<file path="src/rtl/instr_fetch.sv">
// -----------------------------------------------------------------------------
// instr_fetch
//   Fetch stage that sits between the PC counter and decode. It issues one
//   instruction-memory request at a time. It pulses the counter enable when the
//   memory grants that request. Returned {pc, instr} pairs are buffered in a
//   small instruction queue (IFQ) that feeds decode. A flush drops everything
//   that is queued or in flight.
//
// Parameters
//   WIDTH  PC / address / instruction width
//   DEPTH  instruction-queue entries (power of 2, >= 2)
//
// Ports
//   clk, rst_n       clock (rising edge), asynchronous active-low reset
//   pc_i             current PC (word index) from the counter
//   pc_en_o          one-cycle counter-enable pulse per granted request
//   flush_i          discard the queue and any outstanding fetch
//   mem_req_o        memory request valid
//   mem_addr_o       request address (pc_i while mem_req_o is high, else 0)
//   mem_gnt_i        request accepted (only looked at while mem_req_o = 1)
//   mem_rvalid_i     read data valid
//   mem_rdata_i      read data
//   ifq_valid_o      queue head valid
//   ifq_instr_o      head instruction
//   ifq_pc_o         head PC
//   ifq_ready_i      decode pops the head on ifq_valid_o & ifq_ready_i
//   ifq_count_o      number of occupied queue entries
//
// Build option
//   IFQ_BYPASS_EN  When defined, a response that arrives while the queue is
//                  empty is shown on the ifq outputs in the same cycle. If
//                  decode takes it in that cycle, it is never written to the
//                  queue. When undefined, the ifq outputs come from registers
//                  only.
// -----------------------------------------------------------------------------
module instr_fetch #(
  parameter int WIDTH = 32,
  parameter int DEPTH = 4
) (
  input  logic                       clk,
  input  logic                       rst_n,
  input  logic [WIDTH-1:0]           pc_i,
  output logic                       pc_en_o,
  input  logic                       flush_i,
  output logic                       mem_req_o,
  output logic [WIDTH-1:0]           mem_addr_o,
  input  logic                       mem_gnt_i,
  input  logic                       mem_rvalid_i,
  input  logic [WIDTH-1:0]           mem_rdata_i,
  output logic                       ifq_valid_o,
  output logic [WIDTH-1:0]           ifq_instr_o,
  output logic [WIDTH-1:0]           ifq_pc_o,
  input  logic                       ifq_ready_i,
  output logic [$clog2(DEPTH):0]     ifq_count_o
);

  localparam int AW = $clog2(DEPTH);
  localparam int CW = AW + 1;
  localparam logic [CW-1:0] FULL = CW'(DEPTH);

  typedef enum logic [1:0] {S_IDLE, S_REQ, S_WAIT, S_DROP} state_e;

  state_e           state_q, state_d;
  logic [WIDTH-1:0] req_pc_q, req_pc_d;
  logic [AW-1:0]    rd_ptr_q, rd_ptr_d, wr_ptr_q, wr_ptr_d;
  logic [CW-1:0]    count_q, count_d;
  logic [WIDTH-1:0] pc_mem_q    [DEPTH];
  logic [WIDTH-1:0] instr_mem_q [DEPTH];

  logic rsp_ok, bypass_hit, head_valid, pop, push, slot_free;

  // NOTE: every signal written in an always_comb block gets a default value
  // first. An assignment that is missing on some path would otherwise infer a
  // latch.
  always_comb begin
    // A response is usable only in WAIT and only when it is not being flushed.
    rsp_ok     = (state_q == S_WAIT) && mem_rvalid_i && !flush_i;
`ifdef IFQ_BYPASS_EN
    bypass_hit = rsp_ok && (count_q == '0);
`else
    bypass_hit = 1'b0;
`endif
    head_valid = (count_q != '0);
    pop        = head_valid && ifq_ready_i && !flush_i;
    // A bypassed response that decode takes this cycle never enters the queue.
    push       = rsp_ok && !(bypass_hit && ifq_ready_i);

    count_d  = flush_i ? '0 : count_q + CW'(push) - CW'(pop);
    rd_ptr_d = flush_i ? '0 : rd_ptr_q + AW'(pop);
    wr_ptr_d = flush_i ? '0 : wr_ptr_q + AW'(push);
    // The slot test looks at the occupancy after this cycle's push and pop.
    // A new request therefore always has a free entry reserved for its data.
    slot_free = (count_d < FULL);

    state_d   = state_q;
    mem_req_o = 1'b0;
    pc_en_o   = 1'b0;
    unique case (state_q)
      S_IDLE: if (!flush_i && slot_free) state_d = S_REQ;
      S_REQ: begin
        mem_req_o = !flush_i;
        if (flush_i) begin
          state_d = S_IDLE;
        end else if (mem_gnt_i) begin
          pc_en_o = 1'b1;
          state_d = S_WAIT;
        end
      end
      S_WAIT: begin
        // If the response arrives in the flush cycle, it is discarded here.
        // There is then no later beat left for DROP to wait on.
        if (flush_i)           state_d = mem_rvalid_i ? S_IDLE : S_DROP;
        else if (mem_rvalid_i) state_d = slot_free ? S_REQ : S_IDLE;
      end
      S_DROP: if (mem_rvalid_i) state_d = S_IDLE;
      default: state_d = S_IDLE;
    endcase

    mem_addr_o = mem_req_o ? pc_i : '0;
    req_pc_d   = pc_en_o ? pc_i : req_pc_q;

    ifq_valid_o = head_valid || bypass_hit;
    ifq_count_o = count_q;
    ifq_pc_o    = '0;
    ifq_instr_o = '0;
    if (bypass_hit) begin
      ifq_pc_o    = req_pc_q;
      ifq_instr_o = mem_rdata_i;
    end else if (head_valid) begin
      ifq_pc_o    = pc_mem_q[rd_ptr_q];
      ifq_instr_o = instr_mem_q[rd_ptr_q];
    end
  end

  // NOTE: state registers use non-blocking assignments. Every flop then
  // samples its pre-edge value, whatever order the blocks run in.
  always_ff @(posedge clk or negedge rst_n) begin
    if (!rst_n) begin
      state_q  <= S_IDLE;
      req_pc_q <= '0;
      rd_ptr_q <= '0;
      wr_ptr_q <= '0;
      count_q  <= '0;
    end else begin
      state_q  <= state_d;
      req_pc_q <= req_pc_d;
      rd_ptr_q <= rd_ptr_d;
      wr_ptr_q <= wr_ptr_d;
      count_q  <= count_d;
    end
  end

  // NOTE: the queue storage has no reset. The outputs are gated by
  // occupancy, so a stale entry is never visible, and the array can map onto
  // plain flops or RAM without reset wiring.
  always_ff @(posedge clk) begin
    if (push) begin
      pc_mem_q[wr_ptr_q]    <= req_pc_q;
      instr_mem_q[wr_ptr_q] <= mem_rdata_i;
    end
  end

endmodule
</file>
<file path="config.mk">
export PLATFORM = sky130hd
export DESIGN_NAME = instr_fetch
export DESIGN_NICKNAME = d
export VERILOG_FILES = /design/src/rtl/instr_fetch.sv
export SDC_FILE = /design/constraint.sdc
export NUM_CORES = 1
export LEC_CHECK = 0
export BUFFER_PORTS_ARGS = -buffer_cell sky130_fd_sc_hd__buf_2
export CORE_MARGIN = 5
export CORE_UTILIZATION = 50
export DETAILED_ROUTE_END_ITERATION = 7
export PLACE_DENSITY = 0.76
export SETUP_SLACK_MARGIN = 0.05
export SLEW_MARGIN = 20
export SYNTH_ARGS = -nofsm -noshare
export SYNTH_HDL_FRONTEND = slang
export SYNTH_SLANG_ARGS = --single-unit
</file>
<file path="constraint.sdc">
create_clock -name clk -period 7.5 [get_ports clk]
set_input_delay 0.375 -clock clk [delete_from_list [all_inputs] [get_ports clk]]
set_output_delay 0.375 -clock clk [all_outputs]
set_load 0.02 [all_outputs]
</file>
==> results.cfg, run 1 <==
[outcome]
status = finished clean

[grt]
grt_usage = 0.169
antenna_found_initial = 2
busiest_layer = met2
overflow = 0
grt_pass1_vias = 6329
grt.met3_usage = 0.0353
use_met1 = 0.222
grt_max_degree = 66
use_met2 = 0.289
grt_pass1_wl_mm = 34.7

[placed_design]
dp_slack_ps = 4390
portBuffers = 171
place_area_mm2 = 0.0129
place.gp.congestion = 0.722
placed_cells = 1023
dpl.hpwl_mm = 13.3

[cells_and_area]
fin_cells = 1082
final_layout_size_suffix_gt1_frac = 0.441
area_delta_synth_final_pct = 19.2
final_area_mm2 = 0.0140
nNetsFinal = 813

[die]
die_w_um = 163
start_util = 0.505
rows = 56
design.die.area_mm2 = 0.0266
io_pins = 172
dieHeight_um = 163
core-area_mm2 = 0.0233

[sta]
min_period_ps = 3420
clock.fmax_mhz = 292
finalSetupViolations = 0
layout_setup_ws_ps = 4080
worst_pin_slew_ps = 1030
slew_headroom = 0.315
finClkSkew_ps = 8.41
drv_slew = 0
rsz0062_at_grt = no
hold_viol = 0
timing.hold.ws_ps = 53.8
tns_ps = 0
period_share = 0.456

[synth]
syn_area_mm2 = 0.0117
synth_seq_cells = 297
syn_avg_cell_area_um2 = 21.2
synth_edf_count = 256
async_reset_ff_frac = 0.138
yosys_warnings = 0
synth_nets = 630
synth.most_common_cell = edfxtp_1
yosysSeqAreaShare = 0.742
synth_cells = 555
ys_top_cells_by_area = edfxtp_1, mux4_2, dfrtp_1
synth_common_cells = edfxtp_1, and2_1, mux4_2, dfrtp_1, mux2_4
yosysTopAreaCell = edfxtp_1
synth_top_area_frac = 0.655
synthDistinctLibCells = 30
synthFlopType = edfxtp_1

[job]
drv_cap = 0

[routing]
dr.pass1.iters = 4
drcViolationCount = 0
routedWlPerCell_um = 20.6
vias = 5781
drt_wl_total_mm = 22.3
ant_nets = 0
drtIter0Drc = 352
viasPerCell = 5.34

[cts]
ctsHtreeMaxLevel = 1
clk_path_buf_depth = 3
clk_latency_ps = 540
cts_sinks = 297
cts_made_buffers = 30
path_clk_slew_ps = 60
cts_root_buffer = clkbuf_16
ctsResizeCount = 0
cts_tree = yes

[power_and_ir_drop]
cellPowerDensity_mw_per_mm2 = 333
irDropWorstVdd_uv = 207
p_leak_nw = 5.16

[critical_path]
crit_path_end_kind = output pin
cp_top_family = buffers and inverters
cp_data_arrival_time_ps = 3050
startpoint_type = flip-flop
slowest_stage = dfrtp_4
critPathBufInv = 2
cp_max_fo = 36
crit_chain = buf_4 -> mux4_2 -> and2_1 -> buf_2
cp_slowest_stage_delay_ps = 830
worstSetupPathType = flip-flop to output pin
crit_required_ps = 7120

[hold_path]
holdCritPathClass = primary input to flip-flop
## area by class of cell
cell class                 count  area (um2)
fill                        1711        9270
sequential                   297        8720
multi-input combinational    226        2800
timing repair buffer         180         956
clock buffer                  38         842
tap                          319         399
clock inverter                18         253
inverter                       3        11.3
antenna                        1        2.50
## placed cells by master, fill, tap and decap left out, drive strengths merged, types with 6 or more instances in the layout
cell / n
bufinv: 6
mux4: 64
clkbuf: 38
mux2: 32
buf: 179
and2: 97
dfrtp: 41
nor2: 6
clkinv: 9
edfxtp: 256
## per-layer routing
metal  share of wire  up-vias
li1                -     2550
met1            0.42     3008
met2            0.50      186
met3           0.062       35
met4           0.021        2
met5         0.00031        -
## flip-flops by register name (all words and copies together), names as in the netlist
signal / cells
pc_mem_q: 128
state_q: 2
rd_ptr_q: 2
req_pc_q: 32
wr_ptr_q: 2
ifq_count_o: 3
instr_mem_q: 128
## final timing paths
path	from	end	slack, ps	depth (start not counted)
max	rd_ptr_q[0]$_DFF_PN0_	ifq_pc_o[13]	4080	4
min reg2reg	req_pc_q[20]$_DFFE_PN0P_	pc_mem_q[3][20]$_DFFE_PP_	520	0
max reg2reg	ifq_count_o[1]$_DFF_PN0_	state_q[0]$_DFFE_PN0P_	4410	10
min	mem_rdata_i[0]	instr_mem_q[2][0]$_DFFE_PP_	50	1
max in group asynchronous	rst_n	rd_ptr_q[1]$_DFF_PN0_	6620	2
min in group asynchronous	rst_n	req_pc_q[18]$_DFFE_PN0P_	410	2
## timing repair
action,4_1_cts,5_1_grt
endpoints found under the setup margin,0,0
setup buffers,0,0
hold buffers,0,1
endpoints found under the hold margin,0,41
## report_power, final
group	switching [mW]	leakage (nW)	total [mW]	internal [mW]
clock network	0.596	0.530	1.60	0.999
logic	0.483	1.82	0.906	0.423
registers	0.147	2.81	2.16	2.02
## cells by family (layout without fill, tap and decap cells)
group | count (synthesis) | count (layout) | synth area share
fa+ha+maj | 5 | 5 | 0.00597
simple gates | 121 | 121 | 0.0646
compound gates | 1 | 1 | 0.000426
buf+inv | 32 | 239 | 0.0210
xor+xnor | 3 | 3 | 0.00341
mux | 96 | 96 | 0.162
other cells | 0 | 1 | 0
flops | 297 | 297 | 0.742
## stage by stage
| stage | util | total power [mW] |
|---|---|---|
| after CTS | 0.600 | 4.72 |
| after detailed placement | 0.553 | 3.11 |
| final | 0.601 | 4.66 |
| after global routing | 0.601 | 4.87 |
| after floorplan | - | 2.80 |
| after global placement | 0.552 | 3.06 |
No activity file was read; power rests on OpenSTA's default activity.
==> inputs of run 2 (changes only) <==
Settings changed: ABC_AREA from default to 1.
Clock period 7.5 ns to 3.5 ns, I/O delays scaled along.
==> run 2 against run 1 <==
Compared with the run above: area after synthesis rose by 1.5%; die area rose by 1.4%; cell area rose by 4.8%; final cell count rose by 45%; clock-buffer cell count fell by 2; global-route usage rose by 2.5 points; via count rose by 40%; utilization rose by 2.3 points; total power rose by 120%; flip-flop and latch count did not move; register-to-register slack got worse by 3400 ps; largest cell class unchanged.
==> results.cfg, run 2 <==
[outcome]
status = finished clean

[job]
drv_cap = 0

[cts]
cts_made_buffers = 29
path_clk_slew_ps = 70
clk_latency_ps = 550
cts_root_buffer = clkbuf_16
ctsResizeCount = 0
ctsHtreeMaxLevel = 1
cts_sinks = 297
clk_path_buf_depth = 3
cts_tree = yes

[power_and_ir_drop]
seqPwrFrac = 0.451
p_leak_nw = 5.85
swShare = 0.344
power.share.clock = 0.277
cellPowerDensity_mw_per_mm2 = 699
p_comb_frac = 0.272
internal_power_mw = 6.73
p_switching_mw = 3.52
irDropWorstVdd_uv = 517

[cells_and_area]
final_cell_mix = nor2_1, edfxtp_1, buf_2
num_antenna_cells = 0
area_delta_synth_final_pct = 23.0
nNetsFinal = 1307
nFillCells = 1743
final_common_cell = nor2_1
top_regs = instr_mem_q (128), pc_mem_q (128), req_pc_q (32)
final_layout_size_suffix_gt1_frac = 0.215

[routing]
drcViolationCount = 0
drtIter0Drc = 578
ant_nets = 0
dr.pass1.iters = 5
vias = 8090
drt_wl_total_mm = 26.2
viasPerCell = 5.14
routedWlPerCell_um = 16.7

[critical_path]
startpoint_type = flip-flop
slowest_stage = dfrtp_4
worstReg2RegStart = state_q[1]$_DFFE_PN0P_
r2r_cells = 18
crit_chain = clkinv_2 -> buf_4 -> o21ai_0 -> a21oi_1 -> buf_2
cp_max_fo = 61
cp_slowest_stage_delay_ps = 860
crit_required_ps = 3320
crit_path_end_kind = output pin
cp_data_arrival_time_ps = 2810
worstSetupPathType = flip-flop to output pin
reg2reg_slack_ps = 970
rr_endpoint = state_q[0]$_DFFE_PN0P_

[synth]
yosysSeqAreaShare = 0.731
synth_top_area_frac = 0.645
syn_avg_cell_area_um2 = 11.9
synth_nets = 1079
synth_seq_cells = 297
synth_edf_count = 256
synth_cells = 1004
syn_area_mm2 = 0.0119
async_reset_ff_frac = 0.138
synth_common_cells = nor2_1, edfxtp_1, o21ai_0, a21oi_1, nand2_1
synthFlopType = edfxtp_1
yosys_warnings = 0
ys_top_cells_by_area = edfxtp_1, nor2_1, dfrtp_1
synth.most_common_cell = nor2_1
yosysTopAreaCell = edfxtp_1
synthDistinctLibCells = 26

[sta]
drv_slew = 0
layout_setup_ws_ps = 513
finClkSkew_ps = 19.3
period_share = 0.853
timing.hold.ws_ps = 202
worst_pin_slew_ps = 904
hold_viol = 0
clock.fmax_mhz = 335
min_period_ps = 2990
rsz0062_at_grt = no
finalSetupViolations = 0
slew_headroom = 0.397

[grt]
grt_pass1_vias = 7992
antenna_found_initial = 0
grt_max_degree = 71
overflow = 0
grt_pass1_wl_mm = 41.4
grt_usage = 0.194

[die]
dieHeight_um = 164
start_util = 0.508
rows = 56
die_w_um = 164
io_pins = 172
core-area_mm2 = 0.0235
design.die.area_mm2 = 0.0270

[placed_design]
portBuffers = 171
dp_slack_ps = 989
place.gp.congestion = 0.754
dpl.hpwl_mm = 14.2

[hold_path]
holdCritPathClass = primary input to async pin
[run 2: metrics by stage]
stage                     instance area [um2]   util  power (mW)  std cells  setup TNS [ps]
after floorplan                         11900      -        6.45       1004          -81690
after global placement                  13100  0.559        7.37       1452               0
after detailed placement                13100  0.559        7.43       1452               0
after CTS                               14700  0.625        10.3       1574               0
after global routing                    14700  0.625        10.8       1574               0
final                                   14700  0.625        10.3       1574               0
[run 2: cell families (layout without fill, tap and decap cells)]
| logic type | after synthesis | in the layout | share of synthesized area |
|---|---|---|---|
| AOI/OAI and AO/OA | 230 | 230 | 0.104 |
| xor gates and xnor gates | 1 | 1 | 0.000735 |
| adders and majority gates | 5 | 5 | 0.00588 |
| buffers and inverters | 111 | 362 | 0.0423 |
| DFF | 297 | 297 | 0.731 |
| and+or+nand+nor | 360 | 360 | 0.116 |
[run 2: routing by layer]
layer  up-vias  track usage  part of all wire
met5         -            0                 0
met4         0       0.0393             0.012
met3        27       0.0344             0.069
met2       267        0.338              0.49
met1      3880        0.258              0.43
li1       3916            -                 -
[run 2: worst max-delay path, delay by kind of cell, from the launching register on]
| family | cells | cell delay, ps |
|---|---|---|
| compound gates | 2 | 390 |
| flops | 1 | 860 |
| buf+inv | 3 | 1000 |
[run 2: power groups by stage]
stage / registers, mW / clock network (mW) / logic (mW)
after floorplan: 4.58 / 0 / 1.87
after global placement: 4.67 / 0 / 2.70
after detailed placement: 4.69 / 0 / 2.74
after CTS: 4.62 / 2.91 / 2.81
after global routing: 4.67 / 3.07 / 3.07
final: 4.63 / 2.84 / 2.79
[run 2: final cells by class]
cell class              count  area [um2]  share of cell area
flip-flops and latches    297        8720               0.594
multi-input cells         596        2750               0.188
repair buffers            256        1730               0.118
clock buffers              36         772              0.0526
well taps                 319         399              0.0272
inverters                  52         196              0.0134
clock inverters            18         100             0.00683
[run 2: worst max-delay path by stage]
stage                                start                     endpoint  slack (ps)  cells after the start
floorplan           state_q[1]$_DFFE_PN0P_  instr_mem_q[2][0]$_DFFE_PP_        -320                      4
global placement    state_q[1]$_DFFE_PN0P_       state_q[0]$_DFFE_PN0P_        1040                     18
detailed placement  state_q[1]$_DFFE_PN0P_       state_q[0]$_DFFE_PN0P_         990                     18
CTS                  rd_ptr_q[0]$_DFF_PN0_                  ifq_pc_o[2]         460                      5
global route         rd_ptr_q[0]$_DFF_PN0_              ifq_instr_o[30]         290                      5
finish               rd_ptr_q[0]$_DFF_PN0_                  ifq_pc_o[2]         510                      5
[run 2: what timing repair did]
| item | CTS | global route |
|---|---|---|
| hold buffers | 68 | 0 |
| endpoints found under the hold margin | 194 | 0 |
| setup buffers | 0 | 0 |
==> inputs of run 3 (changes only) <==
Settings changed: CORE_MARGIN 5 to 3, PLACE_DENSITY 0.76 to 0.69.
==> run 3 against run 2 <==
Compared with the run above: total power grew 0.83%; clock skew shrank 8.8 ps; fmax is 15% higher; routed wire length down 1.5%; sequential share of layout area is 0.13 points lower; global-route usage up 0.40 points; highest routed layer unchanged; setup slack gained 380 ps; critical endpoint is now state_q[0]$_DFFE_PN0P_; first-iteration DRC count increased by 5.5%; die area is 4.8% lower; largest power group unchanged; clock power grew 3%.
==> results.cfg, run 3 (synthesis results as in run 2) <==
[sta]
finClkSkew_ps = 10.6
drv_slew = 0
min_period_ps = 2600
timing.hold.ws_ps = 51.7
hold_viol = 0
period_share = 0.744
finalSetupViolations = 0
clock.fmax_mhz = 384
slew_headroom = 0.408
worst_pin_slew_ps = 889
tns_ps = 0
rsz0062_at_grt = no
layout_setup_ws_ps = 897

[die]
core-area_mm2 = 0.0231
die_w_um = 160
start_util = 0.517
rows = 55
design.die.area_mm2 = 0.0257
io_pins = 172
dieHeight_um = 160

[cts]
cts_setup_buffers = 0
ctsHtreeMaxLevel = 1
cts_made_buffers = 30
clk_path_buf_depth = 3
cts_tree = yes
clk_latency_ps = 540
cts_sinks = 297
ctsHoldBuffers = 67
path_clk_slew_ps = 60
cts_root_buffer = clkbuf_16
ctsResizeCount = 0

[hold_path]
holdPathStages = 4
holdCritPathClass = primary input to flip-flop
worstHoldEndpoint = state_q[0]$_DFFE_PN0P_
hp-start = mem_gnt_i

[power_and_ir_drop]
p_switching_mw = 3.48
p_total_mw = 10.3
cellPowerDensity_mw_per_mm2 = 704
p_leak_nw = 5.87
p_comb_frac = 0.273
irDropWorstVdd_uv = 513
seqPwrFrac = 0.443
power.share.clock = 0.283
swShare = 0.336
internal_power_mw = 6.86

[cells_and_area]
fin_util = 0.638
final_cell_mix = nor2_1, edfxtp_1, buf_2
fin_cells = 1568
top_regs = instr_mem_q (128), pc_mem_q (128), req_pc_q (32)
nFillCells = 1674
nNetsFinal = 1306
final_common_cell = nor2_1
num_antenna_cells = 0
final_layout_size_suffix_gt1_frac = 0.211
final_area_mm2 = 0.0147
area_delta_synth_final_pct = 23.3

[job]
drv_cap = 0

[critical_path]
crit_required_ps = 3980
worstReg2RegStart = state_q[1]$_DFFE_PN0P_
r2r_cells = 18
worstSetupPathType = flip-flop to flip-flop
rr_endpoint = state_q[0]$_DFFE_PN0P_
cp_max_fo = 6
startpoint_type = flip-flop
cp_data_arrival_time_ps = 3080
crit_path_end_kind = flip-flop
reg2reg_slack_ps = 900

[routing]
dr.pass1.iters = 5
routedWlPerCell_um = 16.5
viasPerCell = 5.08
drtIter0Drc = 610
ant_nets = 0
drcViolationCount = 0
drt_wl_total_mm = 25.9
vias = 7967

[placed_design]
dp_slack_ps = 918
place.gp.congestion = 0.740
placed_cells = 1445
dpl.hpwl_mm = 13.6
portBuffers = 171
place_area_mm2 = 0.0131

[grt]
overflow = 0
antenna_found_initial = 0
grt_pass1_wl_mm = 41.0
grt_pass1_vias = 7859
grt_max_degree = 130
grt_usage = 0.198

[outcome]
status = finished clean
run 3: per-layer routing:
metal,vias up,wire (um),part of all wire,track usage
met5,-,0,0,0
met4,0,350,0.014,0.0410
met3,34,1530,0.059,0.0359
met2,268,12700,0.49,0.339
met1,3756,11300,0.44,0.267
li1,3909,-,-,-
run 3: final cells by class:
cell class | instances | area [um2] | area share
Clock buffer | 39 | 816 | 0.0555
Timing Repair Buffer | 254 | 1720 | 0.117
Tap cell | 313 | 392 | 0.0266
Clock inverter | 17 | 101 | 0.00690
Sequential cell | 297 | 8720 | 0.593
Multi-Input combinational cell | 596 | 2750 | 0.187
Inverter | 52 | 196 | 0.0134
run 3: worst max-delay path by stage:
stage                      startpoint  depth (start not counted)  slack [ps]                          end
2_1_floorplan  state_q[1]$_DFFE_PN0P_                          4        -320  instr_mem_q[2][0]$_DFFE_PP_
4_1_cts         rd_ptr_q[0]$_DFF_PN0_                          5         880                 ifq_pc_o[21]
3_5_place_dp   state_q[1]$_DFFE_PN0P_                         18         920       state_q[0]$_DFFE_PN0P_
6_report       state_q[1]$_DFFE_PN0P_                         18         900       state_q[0]$_DFFE_PN0P_
3_3_place_gp   state_q[1]$_DFFE_PN0P_                         18        1040       state_q[0]$_DFFE_PN0P_
5_1_grt        state_q[1]$_DFFE_PN0P_                         18         700       state_q[0]$_DFFE_PN0P_
run 3: worst max-delay path: stages (launching register included):
cell	delay (ps)
dfrtp_1	430
inv_1	80
nor2_1	180
nand3_1	110
buf_4	190
ha_1	270
inv_1	60
ha_1	140
inv_1	50
fa_1	440
inv_1	100
nand2_1	70
nand2_1	70
nand2_1	40
nand2_1	70
nand3_1	70
nand2_1	60
nand2_1	50
nand2_1	60
run 3: power groups by stage:
stage          clock network, mW  registers (mW)  logic (mW)
2_1_floorplan                  0            4.58        1.87
3_3_place_gp                   0            4.62        2.76
3_5_place_dp                   0            4.65        2.79
4_1_cts                     2.99            4.58        2.85
5_1_grt                     3.13            4.62        3.11
6_report                    2.93            4.59        2.83
